<file path="src/rtl/hazard_pkg.sv">
// rtl/hazard_pkg.sv - shared types and stall-cause encodings for the hazard controller
package hazard_pkg;

   localparam int SB_ADDR_W = 8;
   localparam int SB_RDY_W  = 4;

   typedef enum logic [1:0] {
      CAUSE_NONE    = 2'd0,
      CAUSE_LOADUSE = 2'd1,
      CAUSE_EARLY   = 2'd2,
      CAUSE_MDU     = 2'd3
   } stall_cause_e;

   typedef struct packed {
      logic                 valid;
      logic [SB_ADDR_W-1:0] addr;
      logic [SB_RDY_W-1:0]  ready;
   } sb_entry_t;

endpackage

</file>
<file path="src/rtl/hazard_scoreboard.sv">
// rtl/hazard_scoreboard.sv - in-flight writer shift register with per-stage operand compare
module hazard_scoreboard
   import hazard_pkg::*;
#(
   parameter int  NREG       = 32,
   parameter int  SB_DEPTH   = 3,
   parameter int  ALU_READY  = 1,
   parameter int  LOAD_READY = 2,
   localparam int AW         = $clog2(NREG)
) (
   input  logic                clk,
   input  logic                rst_n,
   input  logic                push_valid,
   input  logic [AW-1:0]       push_addr,
   input  logic                push_is_load,
   input  logic [AW-1:0]       rs,
   input  logic [AW-1:0]       rt,
   input  logic                rs_used,
   input  logic                rt_used,
   output logic [SB_DEPTH-1:0] rs_match,
   output logic [SB_DEPTH-1:0] rt_match,
   output logic [SB_DEPTH-1:0] rdy_gt,
   output logic [SB_DEPTH-1:0] rdy_ge
);

   sb_entry_t sb_q [SB_DEPTH];
   sb_entry_t entry1_d;

   always_comb begin
      entry1_d       = '0;
      entry1_d.valid = push_valid;
      entry1_d.addr  = SB_ADDR_W'(push_addr);
      entry1_d.ready = push_is_load ? SB_RDY_W'(LOAD_READY) : SB_RDY_W'(ALU_READY);
   end

   always_ff @(posedge clk or negedge rst_n) begin
      if (!rst_n) begin
         for (int i = 0; i < SB_DEPTH; i++) sb_q[i] <= '0;
      end else begin
         sb_q[0] <= entry1_d;
         for (int i = 1; i < SB_DEPTH; i++) sb_q[i] <= sb_q[i-1];
      end
   end

   // Array index s holds the instruction in pipeline stage s+1.
   for (genvar s = 0; s < SB_DEPTH; s++) begin : g_cmp
      assign rs_match[s] = rs_used && (rs != '0) && sb_q[s].valid && (sb_q[s].addr == SB_ADDR_W'(rs));
      assign rt_match[s] = rt_used && (rt != '0) && sb_q[s].valid && (sb_q[s].addr == SB_ADDR_W'(rt));
      assign rdy_gt[s]   = sb_q[s].ready >  SB_RDY_W'(s + 1);
      assign rdy_ge[s]   = sb_q[s].ready >= SB_RDY_W'(s + 1);
   end

endmodule

</file>
<file path="src/rtl/hazard_ctrl_sb.sv">
// rtl/hazard_ctrl_sb.sv - hazard priority, MDU busy counter, optional HAZARD_STATS_EN stall counters
module hazard_ctrl_sb
   import hazard_pkg::*;
#(
   parameter int  NREG       = 32,
   parameter int  SB_DEPTH   = 3,
   parameter int  ALU_READY  = 1,
   parameter int  LOAD_READY = 2,
   parameter int  MDU_LAT    = 8,
   localparam int AW         = $clog2(NREG)
) (
   input  logic          clk,
   input  logic          rst_n,
   input  logic          id_valid,
   input  logic [AW-1:0] id_rs,
   input  logic [AW-1:0] id_rt,
   input  logic          id_rs_used,
   input  logic          id_rt_used,
   input  logic          id_early,
   input  logic          id_wr_en,
   input  logic [AW-1:0] id_wr_addr,
   input  logic          id_is_load,
   input  logic          id_mdu_issue,
   input  logic          id_hilo_rd,
   input  logic          id_redirect,
   output logic          pc_we,
   output logic          ifid_stall,
   output logic          ifid_flush,
   output logic          idex_flush,
   output logic          mdu_busy,
   output logic [1:0]    stall_cause
`ifdef HAZARD_STATS_EN
   ,
   output logic [31:0]   stat_loaduse,
   output logic [31:0]   stat_early,
   output logic [31:0]   stat_mdu
`endif
);

   localparam int CW = $clog2(MDU_LAT + 1);

   logic [SB_DEPTH-1:0] rs_match, rt_match, rdy_gt, rdy_ge, any_match;
   logic [CW-1:0]       mdu_cnt_q, mdu_cnt_d;
   logic                hz_loaduse, hz_early, hz_mdu, stall, push_valid, busy;
   stall_cause_e        cause;

   hazard_scoreboard #(
      .NREG       (NREG),
      .SB_DEPTH   (SB_DEPTH),
      .ALU_READY  (ALU_READY),
      .LOAD_READY (LOAD_READY)
   ) u_sb (
      .clk          (clk),
      .rst_n        (rst_n),
      .push_valid   (push_valid),
      .push_addr    (id_wr_addr),
      .push_is_load (id_is_load),
      .rs           (id_rs),
      .rt           (id_rt),
      .rs_used      (id_rs_used),
      .rt_used      (id_rt_used),
      .rs_match     (rs_match),
      .rt_match     (rt_match),
      .rdy_gt       (rdy_gt),
      .rdy_ge       (rdy_ge)
   );

   assign any_match = rs_match | rt_match;
   assign busy      = (mdu_cnt_q != '0);

   // Gating the cause with rst_n releases any stall the instant reset asserts.
   always_comb begin
      hz_loaduse = id_valid && (|(any_match & rdy_gt));
      hz_early   = id_valid && id_early && (|(any_match & rdy_ge));
      hz_mdu     = id_valid && (id_mdu_issue || id_hilo_rd) && busy;
      cause      = CAUSE_NONE;
      if (!rst_n)          cause = CAUSE_NONE;
      else if (hz_loaduse) cause = CAUSE_LOADUSE;
      else if (hz_early)   cause = CAUSE_EARLY;
      else if (hz_mdu)     cause = CAUSE_MDU;
      stall = (cause != CAUSE_NONE);
   end

   assign push_valid  = id_valid && !stall && id_wr_en && (id_wr_addr != '0);
   assign pc_we       = !stall;
   assign ifid_stall  = stall;
   assign idex_flush  = stall;
   assign ifid_flush  = rst_n && id_redirect && !stall;
   assign mdu_busy    = rst_n && busy;
   assign stall_cause = cause;

   always_comb begin
      mdu_cnt_d = mdu_cnt_q;
      if (id_valid && id_mdu_issue && !stall) mdu_cnt_d = CW'(MDU_LAT);
      else if (busy)                          mdu_cnt_d = mdu_cnt_q - CW'(1);
   end

   always_ff @(posedge clk or negedge rst_n) begin
      if (!rst_n) mdu_cnt_q <= '0;
      else        mdu_cnt_q <= mdu_cnt_d;
   end

`ifdef HAZARD_STATS_EN
   logic [31:0] st_lu_q, st_early_q, st_mdu_q;

   always_ff @(posedge clk or negedge rst_n) begin
      if (!rst_n) begin
         st_lu_q    <= '0;
         st_early_q <= '0;
         st_mdu_q   <= '0;
      end else begin
         if (cause == CAUSE_LOADUSE && st_lu_q    != '1) st_lu_q    <= st_lu_q + 32'd1;
         if (cause == CAUSE_EARLY   && st_early_q != '1) st_early_q <= st_early_q + 32'd1;
         if (cause == CAUSE_MDU     && st_mdu_q   != '1) st_mdu_q   <= st_mdu_q + 32'd1;
      end
   end

   assign stat_loaduse = st_lu_q;
   assign stat_early   = st_early_q;
   assign stat_mdu     = st_mdu_q;
`endif

endmodule

</file>
<file path="config.mk">
export PLATFORM = sky130hd
export DESIGN_NAME = hazard_ctrl_sb
export DESIGN_NICKNAME = d
export VERILOG_FILES = /design/src/rtl/hazard_pkg.sv /design/src/rtl/hazard_scoreboard.sv /design/src/rtl/hazard_ctrl_sb.sv
export SDC_FILE = /design/constraint.sdc
export NUM_CORES = 1
export LEC_CHECK = 0
export ABC_AREA = 1
export CAP_MARGIN = 0
export CELL_PAD_IN_SITES_DETAIL_PLACEMENT = 0
export CELL_PAD_IN_SITES_GLOBAL_PLACEMENT = 1
export CORE_UTILIZATION = 36
export DETAILED_ROUTE_END_ITERATION = 10
export PLACE_DENSITY = 0.8
export SETUP_SLACK_MARGIN = 0.05
export SLEW_MARGIN = 10
export SYNTH_ARGS = -nofsm -noshare
export SYNTH_HDL_FRONTEND = slang
export SYNTH_SLANG_ARGS = --single-unit
</file>
<file path="constraint.sdc">
create_clock -name clk -period 2.5 [get_ports clk]
set_input_delay 0.5 -clock clk [delete_from_list [all_inputs] [get_ports clk]]
set_output_delay 0.5 -clock clk [all_outputs]
set_load 0.05 [all_outputs]
</file>
==> Word-level counts from Yosys, hierarchy flattened <==
Cells that the tools add are included.
{ "totals": {"register_bits": 34, "latchBits": 0, "ramBits": 0, "mem_bits_ro": 0, "input_bits": 26, "out_inout_bits": 7, "wordCells": 70, "n_memories": 0} }
{ "op_classes": {"n_addsub": 1, "mul": 0, "n_div": 0, "magnitude_cmp": 6, "n_eq_ne": 6, "shift": 0, "muxes": 7, "bitwise": 3, "n_reduce_logical": 37} }
{ "ops": {"columns": ["op", "count"], "rows": [
  ["5-bit equality test", 6],
  ["1-bit logical AND", 27],
  ["5-bit nonzero test", 3],
  ["2-bit 2-to-1 mux", 5],
  ["4-bit by 2-bit greater-or-equal comparator with 1-bit output (second input constant)", 2],
  ["4-bit by 2-bit > comparator with 1-bit output (second input constant)", 2],
  ["4-bit 2-to-1 mux", 2],
  ["3-bit bitwise AND", 2],
  ["3-bit OR reduction", 2],
  ["4-bit by 1-bit greater-or-equal comparator with 1-bit output (second input constant)", 1],
  ["4-bit by 1-bit > comparator with 1-bit output (second input constant)", 1],
  ["2-bit nonzero test", 2],
  ["4-bit nonzero test", 1],
  ["4-bit by 1-bit subtractor with 4-bit output (second input constant)", 1],
  ["3-bit bitwise OR", 1],
  ["1-bit zero test", 1],
  ["1-bit logical OR", 1]
]} }

==> Logic depth before layout (Yosys ltp) <==
Gate-level depths: netlist of the first run.
{ "depth": {"ltp_word": 16, "depth_mapped": 15, "ltp_nobuf": 15} }

==> Modules after synthesis <==
From an unflattened synthesis of the first run, not the netlist that was laid out.
{ "unflattened": {"hier_cells": 245, "area_unflattened_um2": 1621.6} }
{ "by_module_without_submodules": {"columns": ["module", "n_inst", "cells_per_inst", "area_per_inst_um2", "seq_area_each_um2"], "rows": [
  ["hazard_scoreboard", 1, 184, 1226.2, 600.6],
  ["hazard_ctrl_sb", 1, 61, 395.4, 100.1]
]} }

==> Worst setup path after synthesis of the first run <==
OpenSTA, ideal clock, no wires.
{ "synth_path": {"path_kind": "register to output", "startpoint": "reg mdu_cnt_q[0]", "endpoint": "out ifid_flush", "t_arrival_ns": 2.162, "t_required_ns": 2.000, "slack_ns": -0.162, "path_stages_with_launch": 9, "path_buffers": 0, "cell_sequence": "dfrtp_1 inv_1 ha_1 inv_1 nor3_1 nor2_1 inv_1 a31oi_4 nor2_1"} }
{ "synth_via": {"elab_chain_len": 9} }
{ "synth_lines": {"columns": ["item", "line_no", "rtl"], "rows": [
  ["from (decl)", "hazard_ctrl_sb.sv:43", "logic [CW-1:0] mdu_cnt_q, mdu_cnt_d;"],
  ["from (signal assigned)", "hazard_ctrl_sb.sv:100", "else mdu_cnt_q <= mdu_cnt_d;"],
  ["4-bit nonzero test", "hazard_ctrl_sb.sv:69", "assign busy = (mdu_cnt_q != '0);"],
  ["1-bit logical AND", "hazard_ctrl_sb.sv:75", "hz_mdu = id_valid && (id_mdu_issue || id_hilo_rd) && busy;"],
  ["2-bit 2-to-1 mux", "hazard_ctrl_sb.sv:80", "else if (hz_mdu) cause = CAUSE_MDU;"],
  ["2-bit 2-to-1 mux", "hazard_ctrl_sb.sv:79", "else if (hz_early) cause = CAUSE_EARLY;"],
  ["2-bit 2-to-1 mux", "hazard_ctrl_sb.sv:78", "else if (hz_loaduse) cause = CAUSE_LOADUSE;"],
  ["2-bit 2-to-1 mux", "hazard_ctrl_sb.sv:77", "if (!rst_n) cause = CAUSE_NONE;"],
  ["2-bit nonzero test", "hazard_ctrl_sb.sv:81", "stall = (cause != CAUSE_NONE);"],
  ["via idex_flush", "hazard_ctrl_sb.sv:29", "output logic idex_flush,"],
  ["1-bit zero test", "hazard_ctrl_sb.sv:88", "assign ifid_flush = rst_n && id_redirect && !stall;"],
  ["1-bit logical AND", "hazard_ctrl_sb.sv:88", null],
  ["to (decl)", "hazard_ctrl_sb.sv:28", "output logic ifid_flush,"]
]} }
The timed path passes the listed nets, and every way through them passes these cells.

==> Final worst setup path of the first run <==
{ "layout_path": {"startpoint": "in id_rt[3]", "endpoint": "out idex_flush"} }
{ "layout_via": {"elab_chain_len": 12, "word_cells_on_any_way": 22, "classes_between": "3 x eq/ne; 3 x mux; 3 x bitwise; 13 x reduce/logical"} }
{ "layout_lines": {"columns": ["item", "line_no", "rtl"], "rows": [
  ["from (decl)", "hazard_ctrl_sb.sv:16", "input logic [AW-1:0] id_rt,"],
  ["5-bit nonzero test", "hazard_scoreboard.sv:48", "assign rt_match[s] = rt_used && (rt != '0) && sb_q[s].valid && (sb_q[s].addr == SB_ADDR_W'(rt));"],
  ["1-bit logical AND (3 in series)", "hazard_scoreboard.sv:48", null],
  ["3-bit bitwise OR (*)", "hazard_ctrl_sb.sv:68", "assign any_match = rs_match | rt_match;"],
  ["3-bit bitwise AND", "hazard_ctrl_sb.sv:74", "hz_early = id_valid && id_early && (|(any_match & rdy_ge));"],
  ["3-bit OR reduction", "hazard_ctrl_sb.sv:74", null],
  ["1-bit logical AND", "hazard_ctrl_sb.sv:74", null],
  ["2-bit 2-to-1 mux", "hazard_ctrl_sb.sv:79", null],
  ["2-bit 2-to-1 mux (*)", "hazard_ctrl_sb.sv:78", null],
  ["2-bit 2-to-1 mux (*)", "hazard_ctrl_sb.sv:77", null],
  ["2-bit nonzero test (*)", "hazard_ctrl_sb.sv:81", null],
  ["to (decl)", "hazard_ctrl_sb.sv:29", null]
]} }
Mark *: on every way between the ends. The rest lies on a longest branch, timed or not.

==> impl_table.tex, run 1 <==
\begin{tabular}{lr}
\hline
Metric & Value \\
\hline
\multicolumn{2}{l}{\textbf{Power and ir drop}} \\
Pint & 0.828 mW \\
Clock network fraction of design power & 18.9\% \\
Combinational fraction of design power & 37.1\% \\
Total power of the final layout & 1.25 mW \\
Leakage & 1.14 nW \\
Net switching share of the total power & 33.5\% \\
Power density over the cells & 577 nW/um\^{}2 \\
Sequential fraction of design power & 44.0\% \\
Total net switching power & 0.417 mW \\
Worst supply voltage drop on vdd & 0.448 mV \\
\multicolumn{2}{l}{\textbf{Cells and area}} \\
Share of layout cells above drive strength 1 & 26.0\% \\
Count of fill cells added during filler insertion & 414 \\
Antenna cell count & 0 \\
Area of the multi-input gates & 776 um\^{}2 \\
Area growth from synthesis to layout & 38.6\% \\
Final Cell Area & 2160 um\^{}2 \\
Nets@finish & 294 \\
Area used by sequential logic in the layout & 701 um\^{}2 \\
\multicolumn{2}{l}{\textbf{Timing}} \\
Final slew viol count & 0 \\
RSZ-0062 raised after global routing & true \\
Least setup slack across all paths after layout & 0.0266 ns \\
Worst Tran Pin Value & 0.291 ns \\
Post-layout minimum cycle time & 2.47 ns \\
Largest clock skew in the final design & 0.00817 ns \\
Hold Fails Final Rpt & 0 \\
Setup TNS after final layout & 0 ns \\
Upper clock frequency limit & 0.404 GHz \\
Total setup violations reported at the end of the flow & 0 \\
Fraction of the cycle the final worst path needs & 98.9\% \\
Worst slew margin & 80.3\% \\
Worst hold slack after final layout & 0.378 ns \\
\multicolumn{2}{l}{\textbf{Yosys}} \\
Post-synthesis instance total & 218 \\
Proportion of netlist area held by the largest area contributor & 45.0\% \\
Part of the Yosys area used for sequential elements & 45.0\% \\
Synth warn & 0 \\
Mean instance size in the synthesized netlist & 7.15 um\^{}2 \\
Number of storage elements in the synthesis netlist & 28 \\
Number of distinct standard cells referenced by the synthesized netlist & 24 \\
Leading cell types by total area after synthesis & dfrtp\_1, nand2\_1, inv\_1 \\
Post-synthesis cell type with the largest combined area & dfrtp\_1 \\
Number of nets produced by synthesis & 245 \\
Mapped cell area & 1560 um\^{}2 \\
\multicolumn{2}{l}{\textbf{Floorplan}} \\
Starting density of the core & 38.1\% \\
\# rows & 23 \\
Height of the chip & 67.8 um \\
Area of the core region & 4090 um\^{}2 \\
Area of the die & 4590 um\^{}2 \\
Die extent in x & 67.8 um \\
Top-level port count & 33 \\
\multicolumn{2}{l}{\textbf{Flow run}} \\
Count of max-cap constraint violations & 0 \\
\multicolumn{2}{l}{\textbf{Placed design}} \\
Post-place instance area & 2060 um\^{}2 \\
Detailed placer's ending HPWL & 2930 um \\
Final estimated routing congestion in global placement & 0.864 \\
Port Buffers & 32 \\
Pre-CTS worst setup slack & -0.397 ns \\
\multicolumn{2}{l}{\textbf{Setup path}} \\
Largest delay share family, worst path & simple AND/OR/NAND/NOR gates \\
Endpoint of the worst register-to-register path & mdu\_cnt\_q[0] \\
Critical Path Source Type & primary input \\
Sum of buffers and inverters on the critical path & 4 \\
Register-to-register setup slack & 0.61 ns \\
Critical path endpoint & idex\_flush \\
Logic depth of the worst path, buffers included & 14 \\
Worst setup EP type & output pin \\
Max Fanout on Critical Path & 5 \\
Required time worst endpoint & 2.00 ns \\
Cell at the slowest stage of the critical path & a31oi\_4 \\
Worst path cell trace & buf\_2 -> inv\_4 -> nor2\_1 -> nor2\_1 -> nand2\_2 -> nor2\_2 -> nand3\_1 -> nand2\_1 -> nand2\_1 -> nand2\_1 -> nand2\_2 -> a31oi\_4 -> buf\_6 -> buf\_12 \\
WS Path Type & in -> out \\
Top cell by count, worst path & nand2\_1 \\
Slowest Stage Delay on Critical Path & 0.28 ns \\
Startpoint of the worst-slack reg-to-reg timing path & u\_sb.sb\_q[21] \\
Arrival time worst endpoint & 1.97 ns \\
Worst Reg-to-Reg Cells & 15 \\
Critical Path Source & id\_rt[3] \\
\multicolumn{2}{l}{\textbf{Detailed routing}} \\
Via count & 1418 \\
Average routed wire per standard cell & 11.4 um \\
Number of detailed-route iterations in the first pass & 4 \\
Number of remaining DRC errors & 0 \\
Aggregate routed wire length & 3580 um \\
Initial DRC count & 35 \\
Vias/cell & 4.50 \\
Post-detailed-route count of antenna-violating nets & 0 \\
\multicolumn{2}{l}{\textbf{Global route}} \\
First-pass GRT wire length & 5690 um \\
GRT Util Overall & 17.3\% \\
Initial antenna violation count & 0 \\
Largest net degree at the start of global routing & 20 \\
Total overflow reported by the global router & 0 \\
Number of global-route vias before repair & 1281 \\
\multicolumn{2}{l}{\textbf{Clock network}} \\
H-tree depth & 1 \\
Clock sink count & 28 \\
Clock buffers created by TritonCTS & 3 \\
CTS Buffer Depth & 2 \\
CTS tree & done \\
Worst-Skew Late Latency & 0.27 ns \\
Clock slew at reported path FFs & 0.09 ns \\
CTS Root Buffer Type & clkbuf\_8 \\
Post-CTS Hold Fix Bufs & 0 \\
\multicolumn{2}{l}{\textbf{Run status}} \\
Run status & completed \\
\multicolumn{2}{l}{\textbf{Min path}} \\
Worst min-delay path class & reg -> reg \\
\hline
\end{tabular}
[synth_stat cells]
cell type   n
a21oi_1     3
a21oi_2     1
a31oi_4     1
buf_4       1
dfrtp_1    28
ha_1        1
inv_1      31
inv_2       7
nand2_1    74
nand2_2     3
nand3_1    12
nand3_2     1
nor2_1     30
nor2_2      2
nor3_1      2
o21a_1      1
o21ai_0     5
o21ai_1     2
o21bai_1    1
o311ai_0    1
or2_2       2
or3_1       1
xnor2_1     3
xor2_1      5
[stage by stage]
stage / util [%] / cells
after floorplan: - / 218
after global placement: 50.5 / 310
after detailed placement: 50.5 / 310
after CTS: 52.3 / 314
after global routing: 52.8 / 315
final: 52.8 / 315
[worst reg2reg max path, stage by stage (launching register included)]
cell and delay [ns]:
dfrtp_1 0.43, inv_2 0.08, nand2_2 0.05, nand2_2 0.07, nand2_2 0.05, nor2_2 0.09, nand3_1 0.07, nand2_1 0.08
nand2_1 0.06, nand2_1 0.08, nand2_2 0.08, a31oi_4 0.28, buf_6 0.15, buf_4 0.11, nor2_2 0.04, nor2_1 0.08
[power groups by stage]
stage	Sequential [mW]	Clock (mW)	Combinational (mW)
floorplan	0.546	0	0.268
global placement	0.555	0	0.443
detailed placement	0.556	0	0.443
CTS	0.548	0.247	0.454
global route	0.555	0.263	0.516
finish	0.548	0.236	0.462
[logic make-up (layout without fill, tap and decap cells)]
kind of cell | after synthesis | after routing | share of synthesized area (%)
xor+xnor | 8 | 8 | 4.50
simple gates | 127 | 127 | 33.4
compound gates | 15 | 15 | 6.67
flops | 28 | 28 | 45.0
buf+inv | 39 | 86 | 9.64
fa+ha+maj | 1 | 1 | 0.803
[sequential cells by signal (all words and copies together) (netlist names)]
signal,count
mdu_cnt_q,4
u_sb.sb_q,24
[area by class of cell]
cell class	instances	share of cell area [%]
multi-input combinational	151	35.9
sequential	28	32.5
clock buffer	3	1.91
timing repair buffer	45	20.1
tap	50	2.90
inverter	38	6.72
[per-layer routing]
| metal | vias to the layer above | wire length, um | global-route usage, % |
|---|---|---|---|
| met5 | - | 0 | 0 |
| met4 | 0 | 17 | 3.13 |
| met3 | 2 | 116 | 4.56 |
| met2 | 24 | 1690 | 27.7 |
| met1 | 642 | 1760 | 23.6 |
| li1 | 750 | - | - |
[worst min path at each step]
stage,slack (ns),to,start,cells after the start
2_1_floorplan,0.20,mdu_cnt_q[0],rst_n,0
3_3_place_gp,0.36,u_sb.sb_q[13],u_sb.sb_q[26],0
3_5_place_dp,0.36,u_sb.sb_q[13],u_sb.sb_q[26],0
4_1_cts,0.38,u_sb.sb_q[13],u_sb.sb_q[26],0
5_1_grt,0.40,u_sb.sb_q[0],u_sb.sb_q[13],0
6_report,0.38,u_sb.sb_q[13],u_sb.sb_q[26],0
[what timing repair did]
action / CTS / global route
endpoints found under the setup margin: 6 / 6
pin swaps: 18 / 27
setup buffers: 1 / 1
gates resized for setup: 47 / 24
hold endpoints to repair: 0 / 0
cloned: 0 / 0
[cell usage in the layout, fill, tap and decap left out]
cell type	synthesis	layout
nand2_4	0	1
xnor2_1	3	1
ha_1	1	1
inv_4	0	1
nor2_4	0	1
nand2_1	74	69
o21ai_4	0	1
buf_6	0	6
clkdlybuf4s50_1	0	13
o311ai_0	1	1
xnor2_2	0	2
nor2_2	2	3
o21ai_1	2	2
nand3_2	1	3
inv_2	7	12
buf_2	0	8
buf_4	1	9
dfrtp_1	28	28
nand2_2	3	7
o21ai_0	5	4
a21oi_2	1	1
or2_2	2	2
nor3_1	2	1
or3_1	1	1
nor2_1	30	28
xor2_1	5	5
o21bai_1	1	1
dlygate4sd2_1	0	2
clkbuf_2	0	2
clkbuf_8	0	3
nand3_1	12	10
nor3_2	0	1
inv_1	31	25
a31oi_4	1	1
o21a_1	1	1
a21oi_1	3	3
buf_12	0	5
(Power assumes the default switching activity.)
==> run 2, diff against run 1 <==
Settings changed: PLACE_DENSITY 0.8 to 0.79.
==> impl_table.tex, run 2 (synthesized netlist as in run 1, its figures left out) <==
\begin{tabular}{lr}
\hline
Metric & Value \\
\hline
\multicolumn{2}{l}{\textbf{Run status}} \\
Run status & complete, but fails checks \\
Violated checks & negative setup slack \\
\multicolumn{2}{l}{\textbf{Clock network}} \\
Clock buffers created by TritonCTS & 3 (unchanged) \\
Post-CTS Hold Fix Bufs & 0 (unchanged) \\
Clock slew at reported path FFs & 0.09 ns (about the same) \\
Clock sink count & 28 (unchanged) \\
H-tree depth & 1 (unchanged) \\
CTS Root Buffer Type & clkbuf\_8 \\
Worst-Skew Late Latency & 0.27 ns (about the same) \\
CTS Buffer Depth & 2 (unchanged) \\
CTS tree & done \\
\multicolumn{2}{l}{\textbf{Detailed routing}} \\
Average routed wire per standard cell & 11.3 um (-0.48\%) \\
Vias/cell & 4.55 (+1.1\%) \\
Aggregate routed wire length & 3610 um (+0.78\%) \\
Via count & 1452 (+2.4\%) \\
Number of remaining DRC errors & 0 (unchanged) \\
Number of detailed-route iterations in the first pass & 4 (unchanged) \\
Post-detailed-route count of antenna-violating nets & 0 (unchanged) \\
Initial DRC count & 81 (+130\%) \\
\multicolumn{2}{l}{\textbf{Power and ir drop}} \\
Clock network fraction of design power & 18.9\% (about the same) \\
Combinational fraction of design power & 37.6\% (+0.5 points) \\
Worst supply voltage drop on vdd & 0.424 mV (-5.6\%) \\
Leakage & 1.17 nW (+2.6\%) \\
Power density over the cells & 562 nW/um\^{}2 (-2.6\%) \\
Sequential fraction of design power & 43.5\% (-0.5 points) \\
Pint & 0.836 mW (+1.0\%) \\
Total net switching power & 0.428 mW (+2.6\%) \\
Net switching share of the total power & 33.9\% (+0.35 points) \\
\multicolumn{2}{l}{\textbf{Global route}} \\
GRT Util Overall & 17.8\% (+0.47 points) \\
First-pass GRT wire length & 5920 um (+4.1\%) \\
Largest net degree at the start of global routing & 15 (-25\%) \\
Number of global-route vias before repair & 1391 (+8.6\%) \\
Total overflow reported by the global router & 0 (unchanged) \\
Initial antenna violation count & 0 (unchanged) \\
\multicolumn{2}{l}{\textbf{Timing}} \\
Worst Tran Pin Value & 0.293 ns (+0.00181 ns) \\
Post-layout minimum cycle time & 2.52 ns (+0.0449 ns) \\
Final slew viol count & 0 (unchanged) \\
Upper clock frequency limit & 0.397 GHz (-1.8\%) \\
Hold Fails Final Rpt & 0 (unchanged) \\
Worst hold slack after final layout & 0.380 ns (+0.00199 ns) \\
Worst slew margin & 80.2\% (-0.12 points) \\
Fraction of the cycle the final worst path needs & 101\% (+1.8 points) \\
Least setup slack across all paths after layout & -0.0183 ns (-0.0449 ns) \\
Total setup violations reported at the end of the flow & 2 (+2) \\
Largest clock skew in the final design & 0.00173 ns (-0.00644 ns) \\
RSZ-0062 raised after global routing & true \\
\multicolumn{2}{l}{\textbf{Floorplan}} \\
\# rows & 23 (unchanged) \\
Die extent in x & 67.8 um (unchanged) \\
Height of the chip & 67.8 um (unchanged) \\
Top-level port count & 33 (unchanged) \\
Area of the die & 4590 um\^{}2 (unchanged) \\
Starting density of the core & 38.1\% (unchanged) \\
Area of the core region & 4090 um\^{}2 (unchanged) \\
\multicolumn{2}{l}{\textbf{Cells and area}} \\
Most common library cell in the layout ignoring fill and taps & nand2\_1 \\
Number of cells in the finished layout apart from fillers & 319 (+1.3\%) \\
Flip-flop count of the largest register, all copies and words added & 24 (unchanged) \\
Area growth from synthesis to layout & 44.4\% \\
Count of fill cells added during filler insertion & 425 (+2.7\%) \\
Nets@finish & 298 (+1.4\%) \\
Register name with the most flops & u\_sb.sb\_q \\
Most frequent cells in the layout & nand2\_1, inv\_1, dfrtp\_1 \\
Antenna cell count & 0 (unchanged) \\
Share of layout cells above drive strength 1 & 29.4\% (+3.3 points) \\
Top Registers & u\_sb.sb\_q x24, mdu\_cnt\_q x4 \\
\multicolumn{2}{l}{\textbf{Setup path}} \\
WS Path Type & in -> out \\
Critical Path Source Type & primary input \\
Cell at the slowest stage of the critical path & clkdlybuf4s50\_1 \\
Worst path cell trace & clkdlybuf4s50\_1 -> nand2\_1 -> inv\_2 -> nand3\_2 -> nand2\_2 -> nand2\_1 -> nand2\_2 -> nand2\_4 -> a31oi\_4 -> buf\_6 -> buf\_12 \\
Arrival time worst endpoint & 2.02 ns (+0.05 ns) \\
Max Fanout on Critical Path & 4 (-1) \\
Slowest Stage Delay on Critical Path & 0.46 ns (+0.18 ns) \\
Worst setup EP type & output pin \\
Required time worst endpoint & 2.00 ns (about the same) \\
\multicolumn{2}{l}{\textbf{Placed design}} \\
Port Buffers & 32 (unchanged) \\
Detailed placer's ending HPWL & 2950 um (+0.90\%) \\
Final estimated routing congestion in global placement & 0.833 (-3.6\%) \\
Total placed cells including tap cells & 313 (+0.97\%) \\
\multicolumn{2}{l}{\textbf{Min path}} \\
Worst min-delay path class & reg -> reg \\
\multicolumn{2}{l}{\textbf{Flow run}} \\
Count of max-cap constraint violations & 0 (unchanged) \\
\hline
\end{tabular}
## run 2: power by group through the flow
stage / clock (mW) / combinational, mW / sequential [mW]
after CTS: 0.252 / 0.469 / 0.549
after global routing: 0.268 / 0.528 / 0.556
after detailed placement: 0 / 0.456 / 0.558
after floorplan: 0 / 0.268 / 0.546
after global placement: 0 / 0.451 / 0.555
final: 0.239 / 0.476 / 0.550
## run 2: what timing repair did
item                                    CTS  global route
endpoints found under the setup margin    6             6
resized for setup                        57            18
pin swaps                                19            18
setup buffers                             1             2
## run 2: final timing paths
kind                          startpoint       endpoint  slack [ns]  depth (start not counted)
setup reg to reg            u_sb.sb_q[6]   mdu_cnt_q[1]        0.64                         13
max in group asynchronous          rst_n  u_sb.sb_q[13]        1.52                          3
setup / recovery              id_rs_used     ifid_stall       -0.02                         11
min in group asynchronous          rst_n  u_sb.sb_q[34]        0.63                          2
hold / removal             u_sb.sb_q[13]   u_sb.sb_q[0]        0.38                          0
hold reg to reg            u_sb.sb_q[13]   u_sb.sb_q[0]        0.38                          0
## run 2: metal layers
layer	global-route usage, %	wire length (um)	vias up
li1	-	-	760
met1	23.5	1750	666
met2	29.8	1720	24
met3	2.87	124	2
met4	4.69	17	0
met5	0	0	-
## run 2: area by class of cell
| cell class | count | area [um^2] | area share (%) |
|---|---|---|---|
| clock buffer | 3 | 41.3 | 1.84 |
| sequential | 28 | 701 | 31.1 |
| timing repair buffer | 49 | 495 | 22.0 |
| tap | 50 | 62.6 | 2.78 |
| multi-input combinational | 151 | 805 | 35.8 |
| inverter | 38 | 145 | 6.45 |
## run 2: through the flow
stage / area (um^2) / setup TNS (ns) / utilization [%] / total power [mW] / setup WS, ns
floorplan: 1560 / -0.00403 / - / 0.814 / -0.00403
global route: 2250 / -0.444 / 55.1 / 1.35 / -0.129
CTS: 2200 / -0.0853 / 53.7 / 1.27 / -0.0400
detailed placement: 2090 / -2.75 / 51.0 / 1.01 / -0.405
finish: 2250 / -0.0350 / 55.1 / 1.26 / -0.0183
global placement: 2090 / -2.84 / 51.0 / 1.01 / -0.445
## run 2: worst max-delay path, delay by kind of cell
kind / cells / cell delay, ns
compound gates: 1 / 0.26
buf+inv: 4 / 0.82
simple gates: 6 / 0.43
